## src/rtl/tour_pkg.sv

```systemverilog
// Shared definitions for the tour replay path: command opcodes, headings,
// FSM state type, tour length and the knight-move bit ordering.
package tour_pkg;

  localparam int unsigned NUM_MOVES = 24;
  localparam int unsigned IDX_W     = 5;
  localparam int unsigned MOVE_W    = 8;
  localparam int unsigned CMD_W     = 16;
  localparam int unsigned OP_W      = 4;
  localparam int unsigned HEAD_W    = 8;
  localparam int unsigned SQ_W      = 4;
  localparam int unsigned RESP_W    = 8;

  localparam logic [OP_W-1:0] OP_MOVE    = 4'b0010;
  localparam logic [OP_W-1:0] OP_MOVE_FF = 4'b0011;

  localparam logic [HEAD_W-1:0] HDG_N = 8'h00;
  localparam logic [HEAD_W-1:0] HDG_W = 8'h3F;
  localparam logic [HEAD_W-1:0] HDG_S = 8'h7F;
  localparam logic [HEAD_W-1:0] HDG_E = 8'hBF;

  localparam logic [RESP_W-1:0] RESP_DONE = 8'hA5;
  localparam logic [RESP_W-1:0] RESP_BUSY = 8'h5A;

  typedef enum logic [2:0] {
    ST_IDLE,
    ST_VERT,
    ST_VERT_WAIT,
    ST_HORZ,
    ST_HORZ_WAIT
  } tour_state_e;

  // Command word as seen by the command processor
  typedef struct packed {
    logic [OP_W-1:0]   op;
    logic [HEAD_W-1:0] hdg;
    logic [SQ_W-1:0]   sq;
  } tour_cmd_t;

  // Horizontal displacement for one-hot move bit b
  function automatic logic signed [2:0] move_dx(input logic [2:0] b);
    case (b)
      3'd0:    return 3'sd2;
      3'd1:    return 3'sd1;
      3'd2:    return -3'sd1;
      3'd3:    return -3'sd2;
      3'd4:    return -3'sd2;
      3'd5:    return -3'sd1;
      3'd6:    return 3'sd1;
      default: return 3'sd2;
    endcase
  endfunction

  // Vertical displacement for one-hot move bit b
  function automatic logic signed [2:0] move_dy(input logic [2:0] b);
    case (b)
      3'd0:    return 3'sd1;
      3'd1:    return 3'sd2;
      3'd2:    return 3'sd2;
      3'd3:    return 3'sd1;
      3'd4:    return -3'sd1;
      3'd5:    return -3'sd2;
      3'd6:    return -3'sd2;
      default: return -3'sd1;
    endcase
  endfunction

  // Magnitude of a displacement as a square count
  function automatic logic [SQ_W-1:0] abs_sq(input logic signed [2:0] v);
    return v[2] ? SQ_W'(-v) : SQ_W'(v);
  endfunction

endpackage

```

## src/rtl/tour_cmd_move_decode.sv

```systemverilog
// Combinational decode of a one-hot knight move into vertical and
// horizontal leg headings/square counts, plus a one-hot valid flag.
module tour_cmd_move_decode
  import tour_pkg::*;
(
  input  logic [MOVE_W-1:0] move,
  output logic [HEAD_W-1:0] vert_hdg,
  output logic [SQ_W-1:0]   vert_sq,
  output logic [HEAD_W-1:0] horz_hdg,
  output logic [SQ_W-1:0]   horz_sq,
  output logic              valid
);

  logic [2:0]        bit_idx;
  logic signed [2:0] dx;
  logic signed [2:0] dy;

  // Locate the set bit and map it to the two legs
  always_comb begin
    bit_idx = 3'd0;
    for (int i = MOVE_W - 1; i >= 0; i--) begin
      if (move[i]) bit_idx = 3'(i);
    end
    valid    = (move != '0) && ((move & (move - MOVE_W'(1))) == '0);
    dx       = move_dx(bit_idx);
    dy       = move_dy(bit_idx);
    vert_hdg = dy[2] ? HDG_S : HDG_N;
    vert_sq  = abs_sq(dy);
    horz_hdg = dx[2] ? HDG_W : HDG_E;
    horz_sq  = abs_sq(dx);
  end

endmodule

```

## src/rtl/tour_cmd.sv

```systemverilog
// Tour command generator: replays the solver's stored moves as pairs of
// vertical/horizontal robot commands, otherwise passes UART commands through.
// Optional macro TOUR_CMD_FANFARE_EN: horizontal leg uses the fanfare opcode.
module tour_cmd
  import tour_pkg::*;
#(
  parameter int unsigned NUM_MOVES_P = NUM_MOVES
) (
  input  logic              clk,
  input  logic              rst,
  input  logic              start_tour,
  input  logic [MOVE_W-1:0] move,
  output logic [IDX_W-1:0]  mv_indx,
  input  logic [CMD_W-1:0]  cmd_UART,
  input  logic              cmd_rdy_UART,
  input  logic              clr_cmd_rdy,
  input  logic              send_resp,
  output logic [CMD_W-1:0]  cmd,
  output logic              cmd_rdy,
  output logic [RESP_W-1:0] resp
);

`ifdef TOUR_CMD_FANFARE_EN
  localparam logic [OP_W-1:0] HORZ_OP = OP_MOVE_FF;
`else
  localparam logic [OP_W-1:0] HORZ_OP = OP_MOVE;
`endif

  localparam logic [IDX_W-1:0] LAST_IDX = IDX_W'(NUM_MOVES_P - 1);

  tour_state_e       state;
  tour_state_e       nxt_state;
  logic [IDX_W-1:0]  nxt_indx;
  logic [HEAD_W-1:0] vert_hdg;
  logic [SQ_W-1:0]   vert_sq;
  logic [HEAD_W-1:0] horz_hdg;
  logic [SQ_W-1:0]   horz_sq;
  logic              mv_valid;
  tour_cmd_t         vert_cmd;
  tour_cmd_t         horz_cmd;
  logic              last_move;

  tour_cmd_move_decode u_decode (
    .move     (move),
    .vert_hdg (vert_hdg),
    .vert_sq  (vert_sq),
    .horz_hdg (horz_hdg),
    .horz_sq  (horz_sq),
    .valid    (mv_valid)
  );

  // Build leg commands; a malformed move degrades to zero-length legs
  always_comb begin
    vert_cmd.op  = OP_MOVE;
    vert_cmd.hdg = mv_valid ? vert_hdg : HDG_N;
    vert_cmd.sq  = mv_valid ? vert_sq : '0;
    horz_cmd.op  = HORZ_OP;
    horz_cmd.hdg = mv_valid ? horz_hdg : HDG_N;
    horz_cmd.sq  = mv_valid ? horz_sq : '0;
    last_move    = (mv_indx == LAST_IDX);
  end

  // State and move index registers
  always_ff @(posedge clk) begin
    if (rst) begin
      state   <= ST_IDLE;
      mv_indx <= '0;
    end else begin
      state   <= nxt_state;
      mv_indx <= nxt_indx;
    end
  end

  // Next-state, index update and command mux
  always_comb begin
    nxt_state = state;
    nxt_indx  = mv_indx;
    cmd       = cmd_UART;
    cmd_rdy   = 1'b0;
    resp      = RESP_BUSY;
    case (state)
      ST_IDLE: begin
        cmd     = cmd_UART;
        cmd_rdy = cmd_rdy_UART;
        resp    = RESP_DONE;
        if (start_tour) begin
          nxt_indx  = '0;
          nxt_state = ST_VERT;
        end
      end
      ST_VERT: begin
        cmd     = vert_cmd;
        cmd_rdy = 1'b1;
        if (clr_cmd_rdy) nxt_state = ST_VERT_WAIT;
      end
      ST_VERT_WAIT: begin
        cmd = vert_cmd;
        if (send_resp) nxt_state = ST_HORZ;
      end
      ST_HORZ: begin
        cmd     = horz_cmd;
        cmd_rdy = 1'b1;
        if (clr_cmd_rdy) nxt_state = ST_HORZ_WAIT;
      end
      ST_HORZ_WAIT: begin
        cmd = horz_cmd;
        if (last_move) resp = RESP_DONE;
        if (send_resp) begin
          if (last_move) begin
            nxt_indx  = '0;
            nxt_state = ST_IDLE;
          end else begin
            nxt_indx  = mv_indx + IDX_W'(1);
            nxt_state = ST_VERT;
          end
        end
      end
      default: nxt_state = ST_IDLE;
    endcase
  end

endmodule

```

## config.mk

```make
export PLATFORM = sky130hd
export DESIGN_NAME = tour_cmd
export DESIGN_NICKNAME = d
export VERILOG_FILES = /design/src/rtl/tour_pkg.sv /design/src/rtl/tour_cmd_move_decode.sv /design/src/rtl/tour_cmd.sv
export SDC_FILE = /design/constraint.sdc
export NUM_CORES = 1
export LEC_CHECK = 0
export ABC_AREA = 1
export BUFFER_PORTS_ARGS = -buffer_cell sky130_fd_sc_hd__buf_2
export CORE_ASPECT_RATIO = 0.8
export CORE_MARGIN = 2
export CORE_UTILIZATION = 47
export CTS_CLUSTER_DIAMETER = 80
export CTS_CLUSTER_SIZE = 8
export DETAILED_ROUTE_END_ITERATION = 6
export PLACE_DENSITY = 0.9
export SKIP_CTS_REPAIR_TIMING = 1
export SLEW_MARGIN = 20
export SYNTH_ARGS = -nofsm -noshare
export SYNTH_HDL_FRONTEND = slang
export SYNTH_HIERARCHICAL = 1
export SYNTH_SLANG_ARGS = --single-unit
```

## constraint.sdc

```tcl
create_clock -name clk -period 3.5 [get_ports clk]
set_input_delay 0.525 -clock clk [delete_from_list [all_inputs] [get_ports clk]]
set_output_delay 0.525 -clock clk [all_outputs]
set_load 0.01 [all_outputs]
```

After elaboration in Yosys (flattened, before gate mapping)
Index checks and enable logic that the tools add are counted.
Word-level totals
  logic and storage cells: 73
  flip-flop bits (word level): 8
  output and inout port bits: 30
  input port bits: 30
Cells by class
  bitwise logic cells: 1
  reductions and logical operators: 17
  eq/ne operators: 16
  multiplexer cells: 33
  add/sub/neg operators: 4
Operator list (number)
  3-bit two-way mux: 13
  8-bit two-way mux: 4
  16-bit case mux with 2 select lines: 1
  3-bit case mux with 3 select lines: 2
  2-bit OR reduction: 9
  4-bit two-way mux: 4
  8-bit case mux with 2 select lines: 1
  5-bit two-way mux: 3
  3-bit case mux with 5 select lines: 1
  3-bit by 2-bit equality test with 1-bit output, second input constant: 4
  3-bit equality test, second input constant: 4
  2-bit inequality test, second input constant: 5
  5-bit case mux with 2 select lines: 1
  8-bit AND: 1
  8-bit logical NOT: 1
  3-bit negation with 4-bit output: 2
  8-bit nonzero test: 1
  8-bit by 1-bit subtractor with 8-bit output, second input constant: 1
  7-bit two-way mux: 1
  3-bit by 1-bit equality test with 1-bit output, second input constant: 2
  3-bit logical NOT: 2
  5-bit by 1-bit adder with 5-bit output, second input constant: 1
  5-bit equality test, second input constant: 1
  5-bit AND reduction: 1
  other kinds (5): 5

Longest topological paths before layout
Gate-level depths: netlist of the first run.
  depth in word-level cells: 15
  gate-level depth with buffers: 14
  gate-level depth less buffers: 14

Modules after synthesis
Netlist of the first run, hierarchy kept.
Modules (own cells, without submodules)
  tour_cmd: cells an instance 151, instances 1, area each 859.6 µm²
  tour_cmd_move_decode: cells an instance 76, instances 1, area each 431.7 µm²

Worst setup path after synthesis of the first run
Ideal clock, no wire load.
  path kind: input -> output
  start point: input port move[5]
  end point: output port cmd[10]
  arrival: 2356 ps
  path buffers: 1
  setup slack: 619 ps
  stages on the path: 10
  path through: nor2_1 a21oi_1 nor2_1 inv_1 ha_1 or2_2 o31ai_1 buf_4 nand3_1 nand3_1
Between the ends
  cells in the longest elaborated chain, start to end: 12
Ends and longest elaborated chain
  start: declaration: RTL line tour_cmd.sv:12  | input logic [MOVE_W-1:0] move,
  3-bit two-way mux (*) (6 in a row): RTL line tour_cmd_move_decode.sv:22  | if (move[i]) bit_idx = 3'(i);
  3-bit equality test, or another cell as far along: RTL line tour_pkg.sv:56  | case (b)
  2-bit OR reduction (no source line)
  3-bit case mux with 3 select lines (*): RTL line tour_pkg.sv:56
  7-bit two-way mux (*): RTL line tour_cmd_move_decode.sv:27  | vert_hdg = dy[2] ? HDG_S : HDG_N;
  named net vert_hdg[6]: RTL line tour_cmd.sv:34  | logic [HEAD_W-1:0] vert_hdg;
  8-bit two-way mux (*): RTL line tour_cmd.sv:55  | vert_cmd.hdg = mv_valid ? vert_hdg : HDG_N;
  16-bit case mux with 2 select lines (*): RTL line tour_cmd.sv:81  | case (state)
  end: declaration: RTL line tour_cmd.sv:18  | output logic [CMD_W-1:0] cmd,
The timed path passes the listed nets; every way through them passes the cells marked *.

Worst setup path in the final report of the first run
  start point: input port move[5]
  end point: output port cmd[10]
Between the ends
  cells in the longest elaborated chain, start to end: 12
Ends and longest elaborated chain (RTL line)
  3-bit two-way mux (6 in a row): tour_cmd_move_decode.sv:22
  3-bit equality test, or another cell as far along: tour_pkg.sv:56
  2-bit OR reduction (no source line)
  3-bit case mux with 3 select lines: tour_pkg.sv:56
  7-bit two-way mux: tour_cmd_move_decode.sv:27
  8-bit two-way mux: tour_cmd.sv:55
  16-bit case mux with 2 select lines (*): tour_cmd.sv:81
Every way passes the cells marked *; elsewhere a longest branch is shown, timed or not.

==> impl_summary.log, run 1 <==
INFO  metric fin_setup_tns = 0 ns
INFO  metric wl_per_cell = 8.84 um
INFO  metric yosysSeqAreaShare = 0.124
INFO  metric nets = 309
INFO  metric worstReg2RegEnd = mv_indx[1]
INFO  metric portBuffers = 59
INFO  metric hold_ws = 0.447 ns
INFO  metric path_max_fanout = 7
INFO  metric clock_sinks = 8
INFO  metric clkLatencyLatePin = 0.26 ns
INFO  metric drt-pass1-iter-count = 7
INFO  metric fmaxAchievable = 0.345 GHz
INFO  metric proportion_of_layout_cells_with_a_drive_suffix_above_1 = 0.298
INFO  metric crit_start = move[5]
INFO  metric die_area = 3190 um2
INFO  metric max_cap_viol_count = 0
INFO  metric critPathRequiredTime = 2.97 ns
INFO  metric hpwl = 2230 um
INFO  metric first_pass_grt_wire_length = 4520 um
INFO  metric dieWidth = 62.6 um
INFO  metric first_iter_violations = 70
INFO  metric synth.top_cell.area_share = 0.178
INFO  metric h_tree_level_count = 1
INFO  metric die-height = 50.9 um
INFO  metric synth-async-reset-ratio = 0
INFO  metric period_share = 0.829
INFO  metric numCtsBuffers = 3
INFO  metric final_antenna_net_count = 0
INFO  metric synth.lib_cells_used.distinct = 26
INFO  metric synth-seq-cells = 8
INFO  metric summed_instance_area_of_the_synthesized_netlist = 1290 um2
INFO  metric timing.hold.worst.start = rst
INFO  metric yosys_most_used_dff = dfxtp_1
INFO  metric synth_top_cells_by_count = 56 x nand2_1, 46 x nand3_1, 25 x buf_4, 25 x inv_1, 19 x nor2_1
INFO  metric grt_use_total = 0.172
INFO  metric post-synth-top-count-cell = nand2_1
INFO  metric syn_to_final_growth = 15.8%
INFO  metric path_class = primary input to output port
INFO  metric vias_per_cell = 4.57
INFO  metric finalMaxSlewViolations = 0
INFO  metric min_path_type = primary input to flip-flop
INFO  metric rsz0062_at_grt = false
INFO  metric worstRegToRegCells = 8
INFO  metric tritoncts = built
INFO  metric syn-mean-instance-area = 5.69 um2
INFO  metric layout_min_cycle_time = 2.90 ns
INFO  metric dr_total_vias = 1,407
INFO  metric first_global_vias = 1,108
INFO  metric placeableCoreArea = 2520 um2
INFO  metric grt_max_degree = 25
INFO  metric placement_rows = 16
INFO  metric clockBufferDepth = 2
INFO  metric grt.overflow.total = 0
INFO  metric residual_drc = 0
INFO  metric worst-r2r-setup-slack = 2.20 ns
INFO  metric netlist_top_cells_area = nand3_1 18%, nand2_1 16%, buf_4 15%
INFO  metric timing.critical_path.to_type = output port
INFO  metric gp_routability_congestion = 0.883
INFO  metric hold_end = mv_indx[1]
INFO  metric antenna_cells_inserted = 0
INFO  metric run_status = complete, no violations
INFO  metric clock_skew = 0.000399 ns
INFO  metric clockRootBuffer = clkbuf_4
INFO  metric floorplan.io_pins = 60
INFO  metric worst-endpoint-arrival = 2.38 ns
INFO  metric postSynthCellCount = 227
INFO  metric finalWirelength = 2720 um
INFO  metric worst_ir_drop_on_vdd = 0.000225 V
INFO  metric powerDensity = 660 nW/um2
INFO  metric timing_hold_violations_final = 0
INFO  metric crit_path_top_delay_cell = or2_2
INFO  metric synth_warn = 6
INFO  metric grt_antenna_before_repair = 0
INFO  metric worst_flop_to_flop_path_startpoint = mv_indx[0]
INFO  metric setup_crit_start_kind = primary input
INFO  metric timing.hold.worst_path_depth = 2
INFO  metric cts_clk_pin_slew_worst_paths = 0.05 ns
INFO  metric static-leakage-power = 0.894 nW
INFO  metric total_of_endpoints_with_negative_setup_slack_in_the_final_report = 0
INFO  metric crit_path_cells = buf_2, nor2_1, a21oi_1, nor2_1, inv_1, ha_1, or2_2, o31ai_1, buf_4, nand3_1, nand3_1, buf_2
INFO  metric synth-edff-count = 0
INFO  metric synth.largest_area_cell = nand3_1
INFO  metric critPathMaxStageDelay = 0.30 ns
INFO  metric initial_core_util = 0.512
-- per-stage QoR --
| step | total power [mW] | setup slack (ns) | instance area, um2 | instances | utilization |
|---|---|---|---|---|---|
| finish | 0.988 | 0.600 | 1500 | 308 | 0.593 |
| floorplan | 0.789 | 0.619 | 1330 | 237 | - |
| CTS | 0.997 | 0.592 | 1500 | 308 | 0.593 |
| detailed placement | 0.921 | 0.598 | 1470 | 305 | 0.584 |
| global placement | 0.910 | 0.658 | 1470 | 305 | 0.584 |
| global route | 1.10 | 0.381 | 1500 | 308 | 0.593 |
-- cell families after synthesis --
logic type,after synthesis,share of synthesized area
simple gates,137,0.492
buf+inv,58,0.248
compound gates,17,0.0814
flops,8,0.124
fa+ha+maj,5,0.0484
other cells,2,0.00582
-- layer usage --
metal	up-vias	GRT usage	part of all wire
met4	0	0.0370	0.0092
met1	566	0.229	0.48
met5	-	0	0
li1	779	-	-
met2	57	0.285	0.43
met3	5	0.0419	0.075
-- worst max-delay path by stage --
stage	cells after the start	slack, ns	end
4_1_cts	12	0.59	cmd[10]
5_1_grt	12	0.38	cmd[8]
3_5_place_dp	12	0.60	cmd[10]
6_report	12	0.60	cmd[10]
3_3_place_gp	12	0.66	cmd[10]
2_1_floorplan	10	0.62	cmd[10]
-- critical path: cells and delay by family --
family	cells	cell delay [ns]
AOI/OAI and AO/OA	2	0.28
adders and majority gates	1	0.19
buffers and inverters	4	0.53
and+or+nand+nor	5	0.87
-- state kept, by name, summed over array words and instances, names as in the netlist --
| name | flops |
|---|---|
| state | 3 |
| mv_indx | 5 |
-- cell type report --
cell class	count	area [um2]
fill	256	1030
multi-input combinational	171	848
timing repair buffer	61	310
sequential	8	160
inverter	29	109
tap	36	45.0
clock buffer	3	22.5
-- cell usage in the layout, fill, tap and decap left out, types with 3 or more instances in the layout --
master / Yosys / final
nor2_4: 4 / 4
ha_1: 5 / 5
nand3_1: 46 / 46
nand2_1: 56 / 56
nand4_1: 3 / 3
or2_2: 3 / 3
clkbuf_4: 0 / 3
dfxtp_1: 8 / 8
buf_2: 1 / 59
inv_2: 4 / 4
a21oi_1: 9 / 9
inv_1: 25 / 25
conb_1: 2 / 12
nor2_1: 19 / 19
o21ai_0: 4 / 4
-- power by group --
part	leakage (nW)	internal, mW	switching [mW]
Combinational	0.815	0.281	0.480
Sequential	0.0655	0.118	0.0362
Clock	0.0138	0.0393	0.0326
Power figures use the tool's default switching activity.
==> inputs of run 2 (changes only) <==
--- a/config.mk
+++ b/config.mk
@@ -5,15 +5,15 @@
 export SDC_FILE = /design/constraint.sdc
 export NUM_CORES = 1
 export LEC_CHECK = 0
-export ABC_AREA = 1
+export ABC_AREA = 0
 export BUFFER_PORTS_ARGS = -buffer_cell sky130_fd_sc_hd__buf_2
 export CORE_ASPECT_RATIO = 0.8
 export CORE_MARGIN = 2
-export CORE_UTILIZATION = 47
+export CORE_UTILIZATION = 44
 export CTS_CLUSTER_DIAMETER = 80
 export CTS_CLUSTER_SIZE = 8
 export DETAILED_ROUTE_END_ITERATION = 6
-export PLACE_DENSITY = 0.9
+export PLACE_DENSITY = 0.87
 export SKIP_CTS_REPAIR_TIMING = 1
 export SLEW_MARGIN = 20
 export SYNTH_ARGS = -nofsm -noshare
==> constraint.sdc (replaced) <==
create_clock -name clk -period 2.6 [get_ports clk]
set_input_delay 0.39 -clock clk [delete_from_list [all_inputs] [get_ports clk]]
set_output_delay 0.39 -clock clk [all_outputs]
set_load 0.01 [all_outputs]
==> impl_summary.log, run 2 <==
INFO  metric run_status = complete, but fails checks
INFO  metric violated_checks = setup timing
INFO  metric postSynthCellCount = 196
INFO  metric clockBufferDepth = 2
INFO  metric placeableCoreArea = 3150 um2
INFO  metric timing.critical_path.to_type = output port
INFO  metric setup_crit_start_kind = primary input
INFO  metric floorplan.io_pins = 60
INFO  metric mostFrequentLayoutCell = buf_2
INFO  metric grt.overflow.total = 0
INFO  metric yosysSeqAreaShare = 0.108
INFO  metric timing_hold_violations_final = 0
INFO  metric slew_headroom = 0.571
INFO  metric syn-mean-instance-area = 7.56 um2
INFO  metric proportion_of_layout_cells_with_a_drive_suffix_above_1 = 0.536
INFO  metric worst-endpoint-arrival = 2.38 ns
INFO  metric clock_skew = 0.000883 ns
INFO  metric most-common-layout-cells = 56 x buf_2, 26 x buf_4, 19 x inv_1
INFO  metric synth.lib_cells_used.distinct = 50
INFO  metric largest_register_ffs = 5
INFO  metric antenna_cells_inserted = 0
INFO  metric total_of_endpoints_with_negative_setup_slack_in_the_final_report = 10
INFO  metric first_global_vias = 1,363
INFO  metric power = 0.707 mW
INFO  metric synth-edff-count = 0
INFO  metric post-synth-top-count-cell = buf_4
INFO  metric gp_routability_congestion = 0.828
INFO  metric synth.largest_area_cell = buf_4
INFO  metric cts_clk_pin_slew_worst_paths = 0.04 ns
INFO  metric crit_path_top_delay_cell = mux2_4
INFO  metric synth-async-reset-ratio = 0
INFO  metric biggestRegsByFlops = mv_indx x5, state x3
INFO  metric critPathMaxStageDelay = 0.26 ns
INFO  metric timing.critical_path.mode_cell = o21ba_4
INFO  metric residual_drc = 0
INFO  metric die-height = 55.9 um
INFO  metric hpwl = 2760 um
INFO  metric path_class = primary input to output port
INFO  metric grt_max_degree = 17
INFO  metric static-leakage-power = 0.932 nW
INFO  metric final_antenna_net_count = 0
INFO  metric h_tree_level_count = 1
INFO  metric netlist_top_cells_area = buf_4 13%, dfxtp_1 11%, mux2_2 9.9%
INFO  metric min_path_type = primary input to flip-flop
INFO  metric wl_per_cell = 14.3 um
INFO  metric synth.top_cell.area_share = 0.127
INFO  metric finalWirelength = 4300 um
INFO  metric critPathRequiredTime = 2.21 ns
INFO  metric fillCellCount = 249
INFO  metric powerDensity = 336 nW/um2
INFO  metric dieWidth = 68.9 um
INFO  metric yosys_most_used_dff = dfxtp_1
INFO  metric grt_use_total = 0.190
INFO  metric drt-pass1-iter-count = 4
INFO  metric regMostFlops = mv_indx
INFO  metric tritoncts = built
INFO  metric rsz0062_at_grt = true
INFO  metric numCtsBuffers = 3
INFO  metric summed_instance_area_of_the_synthesized_netlist = 1480 um2
INFO  metric worst_ir_drop_on_vdd = 0.000277 V
INFO  metric portBuffers = 59
INFO  metric first_iter_violations = 66
INFO  metric dr_total_vias = 1,648
INFO  metric clock_sinks = 8
INFO  metric max_cap_viol_count = 0
INFO  metric period_share = 1.07
INFO  metric clkLatencyLatePin = 0.23 ns
INFO  metric first_pass_grt_wire_length = 5890 um
INFO  metric placement_stage_cell_area = 1760 um2
INFO  metric layout_min_cycle_time = 2.77 ns
INFO  metric syn_to_final_growth = 42.2%
INFO  metric fmaxAchievable = 0.361 GHz
INFO  metric synth-seq-cells = 8
INFO  metric finalMaxSlewViolations = 0
INFO  metric initial_core_util = 0.470
INFO  metric synth_warn = 6
INFO  metric grt_antenna_before_repair = 0
INFO  metric clockRootBuffer = clkbuf_8
INFO  metric vias_per_cell = 5.48
INFO  metric postLayoutCellArea = 2110 um2
INFO  metric final_critical_path_setup_slack = -0.171 ns
INFO  metric crit_path_cells = buf_8, nand2b_4, a21oi_2, o21ba_4, o21ba_4, ha_4, nor2_4, a21o_4, buf_6, mux2_4, a22oi_2, o221ai_1, buf_2
INFO  metric placement_rows = 18
INFO  metric path_max_fanout = 7
INFO  metric nets = 298
INFO  metric synth_top_cells_by_count = 25 x buf_4, 20 x inv_1, 18 x nand2_1, 13 x mux2_2
INFO  metric die_area = 3850 um2
INFO  metric worstMarginPinSlew = 0.641 ns
-- run 2: cell count changes in the layout (fill, tap and decap cells not counted), sizes merged, moves of 4 or more --
cell,before,now
a22oi,0,12
buf,61,86
inv,29,22
mux2,0,14
nand2,59,18
nand3,46,2
nor2,24,9
nor2b,0,4
o21ai,6,2
o221ai,0,12
-- run 2: routing by layer --
layer / share of wire / global-route usage
met1: 0.43 / 0.258
met2: 0.50 / 0.312
met3: 0.069 / 0.0445
met4: 0.0068 / 0.0252
met5: 0 / 0
-- run 2: critical path: cells and delay by family --
| family | cells | cell delay, ns |
|---|---|---|
| compound gates | 6 | 0.99 |
| buf+inv | 3 | 0.38 |
| mux | 1 | 0.26 |
| simple gates | 2 | 0.17 |
| fa+ha+maj | 1 | 0.16 |
-- run 2: per-stage QoR --
step / setup TNS [ns] / utilization / instances / hold WS (ns) / worst slack (ns)
floorplan: 0 / - / 206 / 0.522 / 0.0271
global placement: -1.15 / 0.557 / 287 / 0.501 / -0.160
detailed placement: -1.63 / 0.557 / 287 / 0.511 / -0.213
CTS: -1.79 / 0.570 / 290 / 0.448 / -0.234
global route: -1.68 / 0.668 / 301 / 0.481 / -0.253
finish: -0.831 / 0.668 / 301 / 0.457 / -0.171
-- run 2: cells by family after synthesis --
| logic type | share of synthesized area |
|---|---|
| buf+inv | 0.215 |
| compound gates | 0.292 |
| simple gates | 0.206 |
| mux | 0.113 |
| flops | 0.108 |
| fa+ha+maj | 0.0422 |
| xor+xnor | 0.0177 |
| other cells | 0.00507 |
-- run 2: power breakdown --
part,leakage [nW],switching (mW),internal [mW]
Sequential,0.0649,0.00945,0.127
Combinational,0.846,0.212,0.205
Clock,0.0216,0.0534,0.101
-- run 2: worst paths after layout --
kind / start / to / slack [ns] / depth (start not counted)
max: move[6] / cmd[4] / -0.17 / 13
min: rst / state[2] / 0.46 / 2
max reg2reg: state[2] / mv_indx[2] / 0.98 / 4
min reg2reg: mv_indx[3] / mv_indx[3] / 0.52 / 2
-- run 2: layout make-up --
| cell class | instances | area, um2 | area share |
|---|---|---|---|
| multi-input cells | 142 | 1250 | 0.591 |
| repair buffers | 86 | 524 | 0.249 |
| flip-flops and latches | 8 | 160 | 0.0760 |
| inverters | 22 | 85.1 | 0.0404 |
| well taps | 40 | 50.0 | 0.0238 |
| clock buffers | 3 | 41.3 | 0.0196 |
